$ cat src/rtl/timer_pkg.sv
// Shared constants and helpers for the two-digit BCD down timer.
package timer_pkg;

   localparam int unsigned DIGIT_W   = 4;
   localparam int unsigned UNITS_MAX = 9;

   // Loads larger than the digit's maximum saturate to that maximum.
   function automatic logic [DIGIT_W-1:0] clamp_digit(input logic [DIGIT_W-1:0] val,
                                                      input logic [DIGIT_W-1:0] max_val);
      return (val > max_val) ? max_val : val;
   endfunction

endpackage

$ cat src/rtl/digit_timer_if.sv
// Load/decrement controls and registered count/timeout outputs of the digit timer.
interface digit_timer_if;
   import timer_pkg::*;

   logic [DIGIT_W-1:0] TensBinaryInp;
   logic [DIGIT_W-1:0] UnitsBinaryInp;
   logic               TensInpLoad;
   logic               UnitsInpLoad;
   logic               OneSecDec;
   logic [DIGIT_W-1:0] TensBinaryOut;
   logic [DIGIT_W-1:0] UnitsBinaryOut;
   logic               FinTOut;

   // Master drives loads/decrement and observes the count.
   modport master (
      output TensBinaryInp, UnitsBinaryInp, TensInpLoad, UnitsInpLoad, OneSecDec,
      input  TensBinaryOut, UnitsBinaryOut, FinTOut
   );

   // Slave is the timer itself.
   modport slave (
      input  TensBinaryInp, UnitsBinaryInp, TensInpLoad, UnitsInpLoad, OneSecDec,
      output TensBinaryOut, UnitsBinaryOut, FinTOut
   );

endinterface

$ cat src/rtl/bcd_digit_down.sv
// Single loadable BCD digit down counter: clamps loads, wraps 0 -> MaxVal, flags borrow.
module bcd_digit_down
   import timer_pkg::*;
#(
   parameter int unsigned MaxVal = 9
) (
   input  logic               clk_i,
   input  logic               rst_i,
   input  logic               load_i,
   input  logic [DIGIT_W-1:0] load_val_i,
   input  logic               dec_i,
   output logic [DIGIT_W-1:0] digit_o,
   output logic               borrow_o
);

   localparam logic [DIGIT_W-1:0] MaxDigit = DIGIT_W'(MaxVal);

   logic [DIGIT_W-1:0] digit_q, digit_d;

   // Next digit: load beats decrement; borrow_o marks a wrap from 0 this cycle.
   always_comb begin
      digit_d  = digit_q;
      borrow_o = 1'b0;
      if (load_i) begin
         digit_d = clamp_digit(load_val_i, MaxDigit);
      end else if (dec_i) begin
         if (digit_q == '0) begin
            digit_d  = MaxDigit;
            borrow_o = 1'b1;
         end else begin
            digit_d = digit_q - 1'b1;
         end
      end
   end

   // Digit register with synchronous reset to zero.
   always_ff @(posedge clk_i) begin
      if (rst_i) begin
         digit_q <= '0;
      end else begin
         digit_q <= digit_d;
      end
   end

   assign digit_o = digit_q;

endmodule

$ cat src/rtl/digit_timer.sv
// Two-digit BCD countdown timer T:U with per-digit loads and a wrap timeout pulse.
module digit_timer
   import timer_pkg::*;
#(
   parameter int unsigned TENS_MAX = 9
) (
   input logic         clk,
   input logic         rst,
   digit_timer_if.slave bus
);

   logic               any_load;
   logic               units_dec;
   logic               units_borrow;
   logic               tens_borrow;
   logic [DIGIT_W-1:0] tens_digit;
   logic [DIGIT_W-1:0] units_digit;
   logic               fin_q, fin_d;

   // Any load strobe freezes counting on both digits for that cycle.
   always_comb begin
      any_load  = bus.TensInpLoad | bus.UnitsInpLoad;
      units_dec = bus.OneSecDec & ~any_load;
   end

   bcd_digit_down #(
      .MaxVal (UNITS_MAX)
   ) u_units (
      .clk_i      (clk),
      .rst_i      (rst),
      .load_i     (bus.UnitsInpLoad),
      .load_val_i (bus.UnitsBinaryInp),
      .dec_i      (units_dec),
      .digit_o    (units_digit),
      .borrow_o   (units_borrow)
   );

   // Tens only moves when units wraps; a tens borrow means the whole count wrapped from 00.
   bcd_digit_down #(
      .MaxVal (TENS_MAX)
   ) u_tens (
      .clk_i      (clk),
      .rst_i      (rst),
      .load_i     (bus.TensInpLoad),
      .load_val_i (bus.TensBinaryInp),
      .dec_i      (units_borrow),
      .digit_o    (tens_digit),
      .borrow_o   (tens_borrow)
   );

   // Timeout pulse is high only for the cycle following the 00 -> max wrap.
   always_comb begin
      fin_d = tens_borrow;
   end

   // Registered timeout flag, cleared by reset.
   always_ff @(posedge clk) begin
      if (rst) begin
         fin_q <= 1'b0;
      end else begin
         fin_q <= fin_d;
      end
   end

   assign bus.TensBinaryOut  = tens_digit;
   assign bus.UnitsBinaryOut = units_digit;
   assign bus.FinTOut        = fin_q;

endmodule

$ cat src/flat_wrapper.sv
// flat-port wrapper written by rule: the top's interface ports become plain ports
module digit_timer_flat import timer_pkg::*;
#(
   parameter int unsigned TENS_MAX = 9
)
  (clk, rst, bus_TensBinaryInp, bus_UnitsBinaryInp, bus_TensInpLoad, bus_UnitsInpLoad, bus_OneSecDec, bus_TensBinaryOut, bus_UnitsBinaryOut, bus_FinTOut);
  digit_timer_if bus_i ();
  input logic clk;
  input logic rst;
  input wire logic [$bits(bus_i.TensBinaryInp)-1:0] bus_TensBinaryInp;
  input wire logic [$bits(bus_i.UnitsBinaryInp)-1:0] bus_UnitsBinaryInp;
  input wire logic [$bits(bus_i.TensInpLoad)-1:0] bus_TensInpLoad;
  input wire logic [$bits(bus_i.UnitsInpLoad)-1:0] bus_UnitsInpLoad;
  input wire logic [$bits(bus_i.OneSecDec)-1:0] bus_OneSecDec;
  output wire logic [$bits(bus_i.TensBinaryOut)-1:0] bus_TensBinaryOut;
  output wire logic [$bits(bus_i.UnitsBinaryOut)-1:0] bus_UnitsBinaryOut;
  output wire logic [$bits(bus_i.FinTOut)-1:0] bus_FinTOut;
  assign bus_i.TensBinaryInp = bus_TensBinaryInp;
  assign bus_i.UnitsBinaryInp = bus_UnitsBinaryInp;
  assign bus_i.TensInpLoad = bus_TensInpLoad;
  assign bus_i.UnitsInpLoad = bus_UnitsInpLoad;
  assign bus_i.OneSecDec = bus_OneSecDec;
  assign bus_TensBinaryOut = bus_i.TensBinaryOut;
  assign bus_UnitsBinaryOut = bus_i.UnitsBinaryOut;
  assign bus_FinTOut = bus_i.FinTOut;
  digit_timer #(.TENS_MAX(TENS_MAX)) u_core (.clk(clk), .rst(rst), .bus(bus_i));
endmodule
$ cat config.mk
export PLATFORM = sky130hd
export DESIGN_NAME = digit_timer_flat
export DESIGN_NICKNAME = d
export VERILOG_FILES = /design/src/rtl/timer_pkg.sv /design/src/rtl/digit_timer_if.sv /design/src/rtl/bcd_digit_down.sv /design/src/rtl/digit_timer.sv /design/src/flat_wrapper.sv
export SDC_FILE = /design/constraint.sdc
export NUM_CORES = 1
export LEC_CHECK = 0
export ABC_CLOCK_PERIOD_IN_PS = 6450
export BUFFER_PORTS_ARGS = -buffer_cell sky130_fd_sc_hd__buf_2
export CORE_MARGIN = 1
export CORE_UTILIZATION = 35
export CTS_BUF_LIST = sky130_fd_sc_hd__clkbuf_4 sky130_fd_sc_hd__clkbuf_8
export CTS_CLUSTER_DIAMETER = 50
export CTS_CLUSTER_SIZE = 16
export DETAILED_ROUTE_END_ITERATION = 12
export PLACE_DENSITY_LB_ADDON = 0.05
export SLEW_MARGIN = 0
export SYNTH_ARGS = -nofsm -noshare
export SYNTH_HDL_FRONTEND = slang
export SYNTH_HIERARCHICAL = 1
export SYNTH_SLANG_ARGS = --single-unit
$ cat constraint.sdc
create_clock -name clk -period 6.45 [get_ports clk]
set_input_delay 0.9675 -clock clk [delete_from_list [all_inputs] [get_ports clk]]
set_output_delay 0.9675 -clock clk [all_outputs]
set_load 0.01 [all_outputs]
==> run summary, run 1 <==
Core ar. -> 1190 µm²
reg2reg start -> u_core/u_units/digit_o[0]
Area growth syn-to-layout -> 32.2%
skew final -> 0.00532 ns
Synth top area share -> 38.0%
antenna diode count -> 0
Routability Congestion -> 0.658
DP Area -> 597 µm²
Max Slew Vio Count -> 0
fill count -> 122
CTS Buffer Depth -> 2
post-synthesis cell type count -> 18
Worst Hold Slack -> 0.556 ns
drt pass-1 iters -> 2
hold endpoint -> u_core/u_units/digit_o[2]
die area -> 1510 µm²
number of I/O pins -> 22
worst vdd ir -> 0.0928 mV
Fmax achieved -> 0.338 GHz
highest routed layer -> met4
CTS H-tree lvls -> 1
Syn Area/Cell -> 8.95 µm²
R2R setup slack -> 4.25 ns
initial antenna violation count -> 0
Hold-fix buffers, CTS -> 0
dpl hpwl -> 870 µm
CTS tree -> yes
met3 wire length -> 72 µm
post-CTS setup repair buffer count -> 0
die width -> 38.8 µm
Startpoint Class -> input port
CP endpoint kind -> flip-flop
minimum clock period -> 2.96 ns
reg2reg end -> u_core/u_tens/digit_o[1]
Yosys top cell by area -> dfxtp_1
Power Density -> 209 nW/µm²
cell mode on critical path -> or3b_1
Starting Density -> 40.0%
max incr delay on CP -> 0.46 ns
design area -> 627 µm²
DRT iter0 DRCs -> 1
first-pass GRT wire length -> 1740 µm
most frequent cells in the layout -> 21 x buf_2, 9 x dfxtp_1
Post-Synthesis Cells -> 53
Tightest Hold Check Type -> reg -> reg
status -> finished clean
final cell count without fillers -> 92
Syn Std Cell Area -> 474 µm²
Vias -> 474
CTS Root Cell -> clkbuf_4
Final Hold Vio Count -> 0
crit-path cells -> buf_2 > nor3b_2 > or3b_1 > nor4_1 > or3b_1 > or3_1 > a21oi_1
Synth Warn # -> 6
RSZ-0062 raised after global routing -> false
# Max-Cap Violations -> 0
port bufs -> 21
remaining global-route overflow -> 0
WL per Instance -> 11.5 µm
placed cells -> 88
Clock Latency Late Sink -> 0.25 ns
fin nets -> 92
Worst Hold Depth -> 2
post-synthesis sequential area ratio -> 38.0%
worst reg-to-reg path cell count -> 5
Routed met2 length -> 506 µm
CTS Sinks -> 9
Critical Path AT -> 3.15 ns
Final TNS setup -> 0 ns
crit path max fanout -> 5
Avg Vias per Cell -> 5.15
Routed WL -> 1060 µm
DRC -> 0
clock slew at reported path FFs -> 0.06 ns
GRT Resource Usage Total -> 17.2%
Synth area leaders -> dfxtp_1 38%, xnor2_1 7.4%, nor4b_2 6.3%
normalized max-slew margin -> 60.8%
number of global-route vias before repair -> 442
Worst Path Required -> 6.64 ns
most common cell after layout, fill and taps aside -> buf_2
critical setup path kind -> in -> reg
M1 wire length -> 467 µm
share of cells above drive strength 1 -> 35.9%
cts bufs inserted -> 3
Hold Startpoint -> u_core/u_units/digit_o[3]
LEAKAGE -> 0.263 nW
die height -> 38.8 µm
critical path startpoint -> bus_UnitsInpLoad
Placement Rows -> 12
Antenna Nets Post-Route -> 0
largest net degree at the start of global routing -> 10
Tcrit/Tclk final -> 45.9%
slowest cell on the critical path -> nor4_1
Synth Net Count -> 66
Worst-Margin Slew -> 0.583 ns
# resized after CTS -> 0
post-synthesis register bit count -> 9
final setup violation count -> 0
layer usage:
| layer | up-vias | GRT usage (%) |
|---|---|---|
| met4 | 0 | 10.3 |
| met2 | 18 | 27.9 |
| li1 | 246 | - |
| met5 | - | 0 |
| met3 | 2 | 3.47 |
| met1 | 208 | 20.5 |
worst max-delay path by stage:
stage                                     to  slack, ns
global route        u_core/u_tens/digit_o[1]       3.28
global placement    u_core/u_tens/digit_o[1]       3.31
finish              u_core/u_tens/digit_o[1]       3.49
CTS                 u_core/u_tens/digit_o[1]       3.50
floorplan           u_core/u_tens/digit_o[1]       3.57
detailed placement  u_core/u_tens/digit_o[1]       3.20
layout make-up:
class	instances	area (µm²)	area share, %
clock buffers	4	30.0	4.79
inverters	4	15.0	2.40
multi-input cells	40	279	44.5
flip-flops and latches	9	180	28.7
well taps	14	17.5	2.79
repair buffers	21	105	16.8
critical path, delay by kind of cell:
kind                   cells  cell delay [ns]
AO/OA/AOI/OAI              1             0.14
AND/OR/NAND/NOR            5             1.92
buffers and inverters      1             0.12
stage by stage:
step	power, mW	util, %	setup slack, ns
6_report	0.131	52.8	3.49
5_1_grt	0.139	52.8	3.28
4_1_cts	0.135	52.8	3.50
3_5_place_dp	0.0865	50.3	3.20
3_3_place_gp	0.0867	50.3	3.31
2_1_floorplan	0.0757	-	3.57
cell families after synthesis:
logic type / Yosys count / share of synthesized area, %
xor gates and xnor gates: 4 / 7.39
and+or+nand+nor: 22 / 30.9
AOI/OAI and AO/OA: 14 / 20.6
buffers and inverters: 4 / 3.17
DFF: 9 / 38.0
flip-flops by register name, summed over array words and instances, names as in the netlist:
name / flops
u_core/bus.FinTOut: 1
u_core/u_units/digit_o: 4
u_core/u_tens/digit_o: 4
synth_stat cells:
master,instances
dfxtp_1,9
a21oi_1,4
inv_1,4
nand2_1,4
nor2_1,4
xnor2_1,4
nor2b_1,3
a211oi_1,2
a221oi_1,2
a311oi_1,2
a32oi_1,2
nand2b_1,2
nor4_1,2
nor4b_2,2
o21ai_0,2
or3_1,2
or3b_1,2
nor3b_2,1
power by group:
| group | internal (mW) | total [mW] | switching, mW |
|---|---|---|---|
| sequential | 0.0590 | 0.0633 | 0.00431 |
| clock | 0.0280 | 0.0462 | 0.0183 |
| combinational | 0.0108 | 0.0217 | 0.0108 |
| total | 0.0978 | 0.131 | 0.0334 |
Power figures use the tool's default switching activity.
==> run 2: changes to the inputs <==
--- a/config.mk
+++ b/config.mk
@@ -5,7 +5,7 @@
 export SDC_FILE = /design/constraint.sdc
 export NUM_CORES = 1
 export LEC_CHECK = 0
-export ABC_CLOCK_PERIOD_IN_PS = 6450
+export ABC_CLOCK_PERIOD_IN_PS = 3100
 export BUFFER_PORTS_ARGS = -buffer_cell sky130_fd_sc_hd__buf_2
 export CORE_MARGIN = 1
 export CORE_UTILIZATION = 35
==> constraint.sdc (replaced) <==
create_clock -name clk -period 3.1 [get_ports clk]
set_input_delay 0.465 -clock clk [delete_from_list [all_inputs] [get_ports clk]]
set_output_delay 0.465 -clock clk [all_outputs]
set_load 0.01 [all_outputs]
==> run 2 against run 1 <==
Against the previous run: non-clock buffer count up 1; worst setup slack lost 2.7 ns; largest cell class unchanged; wire length fell by 6.6%; clock power up 110%; clock skew decreased by 0.0030 ns; highest routed layer is now met3; cell count rose by 1.1%.
==> run summary, run 2 (synthesis gave the netlist of run 1 again) <==
setup slack after layout -> 0.817 ns
Final Hold Vio Count -> 0
initial antenna violation count -> 0
Power Density -> 430 nW/µm²
number of I/O pins -> 22
CP endpoint kind -> flip-flop
# Max-Cap Violations -> 0
Worst-Margin Slew -> 0.299 ns
Fmax achieved -> 0.438 GHz
RSZ-0062 raised after global routing -> false
Worst Hold Slack -> 0.495 ns
FF/Latch Area -> 180 µm²
Worst Path Required -> 3.29 ns
Startpoint Class -> input port
Critical Path AT -> 2.47 ns
Placement Rows -> 12
WL per Instance -> 10.6 µm
fill count -> 116
CTS Root Cell -> clkbuf_4
largest net degree at the start of global routing -> 10
Vias -> 473
worst reg-to-reg path cell count -> 6
skew final -> 0.00236 ns
Avg Vias per Cell -> 5.09
final setup violation count -> 0
normalized max-slew margin -> 80.0%
remaining global-route overflow -> 0
die width -> 38.8 µm
clock slew at reported path FFs -> 0.06 ns
Final TNS setup -> 0 ns
post-place setup slack -> 0.563 ns
die area -> 1510 µm²
# resized after CTS -> 0
status -> finished clean
reg2reg start -> u_core/u_units/digit_o[0]
die height -> 38.8 µm
hold endpoint -> u_core/u_tens/digit_o[1]
Core ar. -> 1190 µm²
reg2reg end -> u_core/u_tens/digit_o[1]
fin nets -> 93
minimum clock period -> 2.28 ns
CTS H-tree lvls -> 1
Routed WL -> 989 µm
Hold-fix buffers, CTS -> 0
Area growth syn-to-layout -> 33.8%
most common cell after layout, fill and taps aside -> buf_2
area of the multi-input gates -> 279 µm²
first-pass GRT wire length -> 1640 µm
worst vdd ir -> 0.235 mV
GRT Resource Usage Total -> 16.2%
DRC -> 0
antenna diode count -> 0
critical setup path kind -> in -> reg
Worst Hold Depth -> 3
critical path startpoint -> bus_UnitsInpLoad
CTS tree -> yes
CTS Sinks -> 9
share of cells above drive strength 1 -> 36.7%
Tightest Hold Check Type -> in -> reg
Tcrit/Tclk final -> 73.6%
Hold Startpoint -> bus_TensBinaryInp[1]
drt pass-1 iters -> 2
port bufs -> 21
post-CTS setup repair buffer count -> 0
DRT iter0 DRCs -> 4
Routability Congestion -> 0.685
crit path max fanout -> 5
cts bufs inserted -> 3
Clock Latency Late Sink -> 0.25 ns
CTS Buffer Depth -> 2
number of global-route vias before repair -> 409
Max Slew Vio Count -> 0
dpl hpwl -> 793 µm
Antenna Nets Post-Route -> 0
R2R setup slack -> 1.07 ns
most frequent cells in the layout -> 21 x buf_2, 9 x dfxtp_1
LEAKAGE -> 0.268 nW
Starting Density -> 40.0%
==> run 2: cell types whose count changed in the layout (fill, tap and decap cells not counted) <==
cell and delta:
buf_4 +1
==> run 2: through the flow <==
| stage | power (mW) | cells | instance area (µm²) | util [%] |
|---|---|---|---|---|
| finish | 0.273 | 93 | 634 | 53.5 |
| global route | 0.286 | 93 | 634 | 53.5 |
| CTS | 0.277 | 93 | 634 | 53.5 |
| detailed placement | 0.180 | 89 | 604 | 50.9 |
| global placement | 0.180 | 89 | 604 | 50.9 |
| floorplan | 0.158 | 53 | 474 | - |
==> run 2: how the worst max path moves through the flow <==
stage          depth (start not counted)                       end
6_report                               8  u_core/u_tens/digit_o[1]
5_1_grt                                8  u_core/u_tens/digit_o[1]
4_1_cts                                8  u_core/u_tens/digit_o[1]
3_5_place_dp                           8  u_core/u_tens/digit_o[1]
3_3_place_gp                           8  u_core/u_tens/digit_o[1]
2_1_floorplan                          6  u_core/u_tens/digit_o[1]
==> run 2: cell type report <==
type                            instances  share of cell area, %
Multi-Input combinational cell         40                   44.0
Sequential cell                         9                   28.4
Timing Repair Buffer                   22                   17.8
Clock buffer                            4                   4.73
Tap cell                               14                   2.76
Inverter                                4                   2.37
==> run 2: power by group <==
part | leakage (nW) | switching (mW) | internal, mW | total (mW)
clock | 0.0184 | 0.0380 | 0.0582 | 0.0961
sequential | 0.0743 | 0.00896 | 0.123 | 0.132
combinational | 0.175 | 0.0221 | 0.0229 | 0.0450
total | 0.268 | 0.0690 | 0.204 | 0.273
==> run 2: worst max-delay path, stage by stage <==
cell and delay (ns):
buf_2 0.12, nor3b_2 0.27, or3b_1 0.42, nor4_1 0.20, buf_4 0.18, or3b_1 0.37
or3_1 0.31, a21oi_1 0.13
==> run 2: routing by layer <==
layer  GRT usage, %  vias to the layer above  wire, µm
li1               -                      248         -
met1           18.2                      207       465
met2           27.1                       18       454
met3           3.47                        0        69
met4           10.3                        0         0
met5              0                        -         0
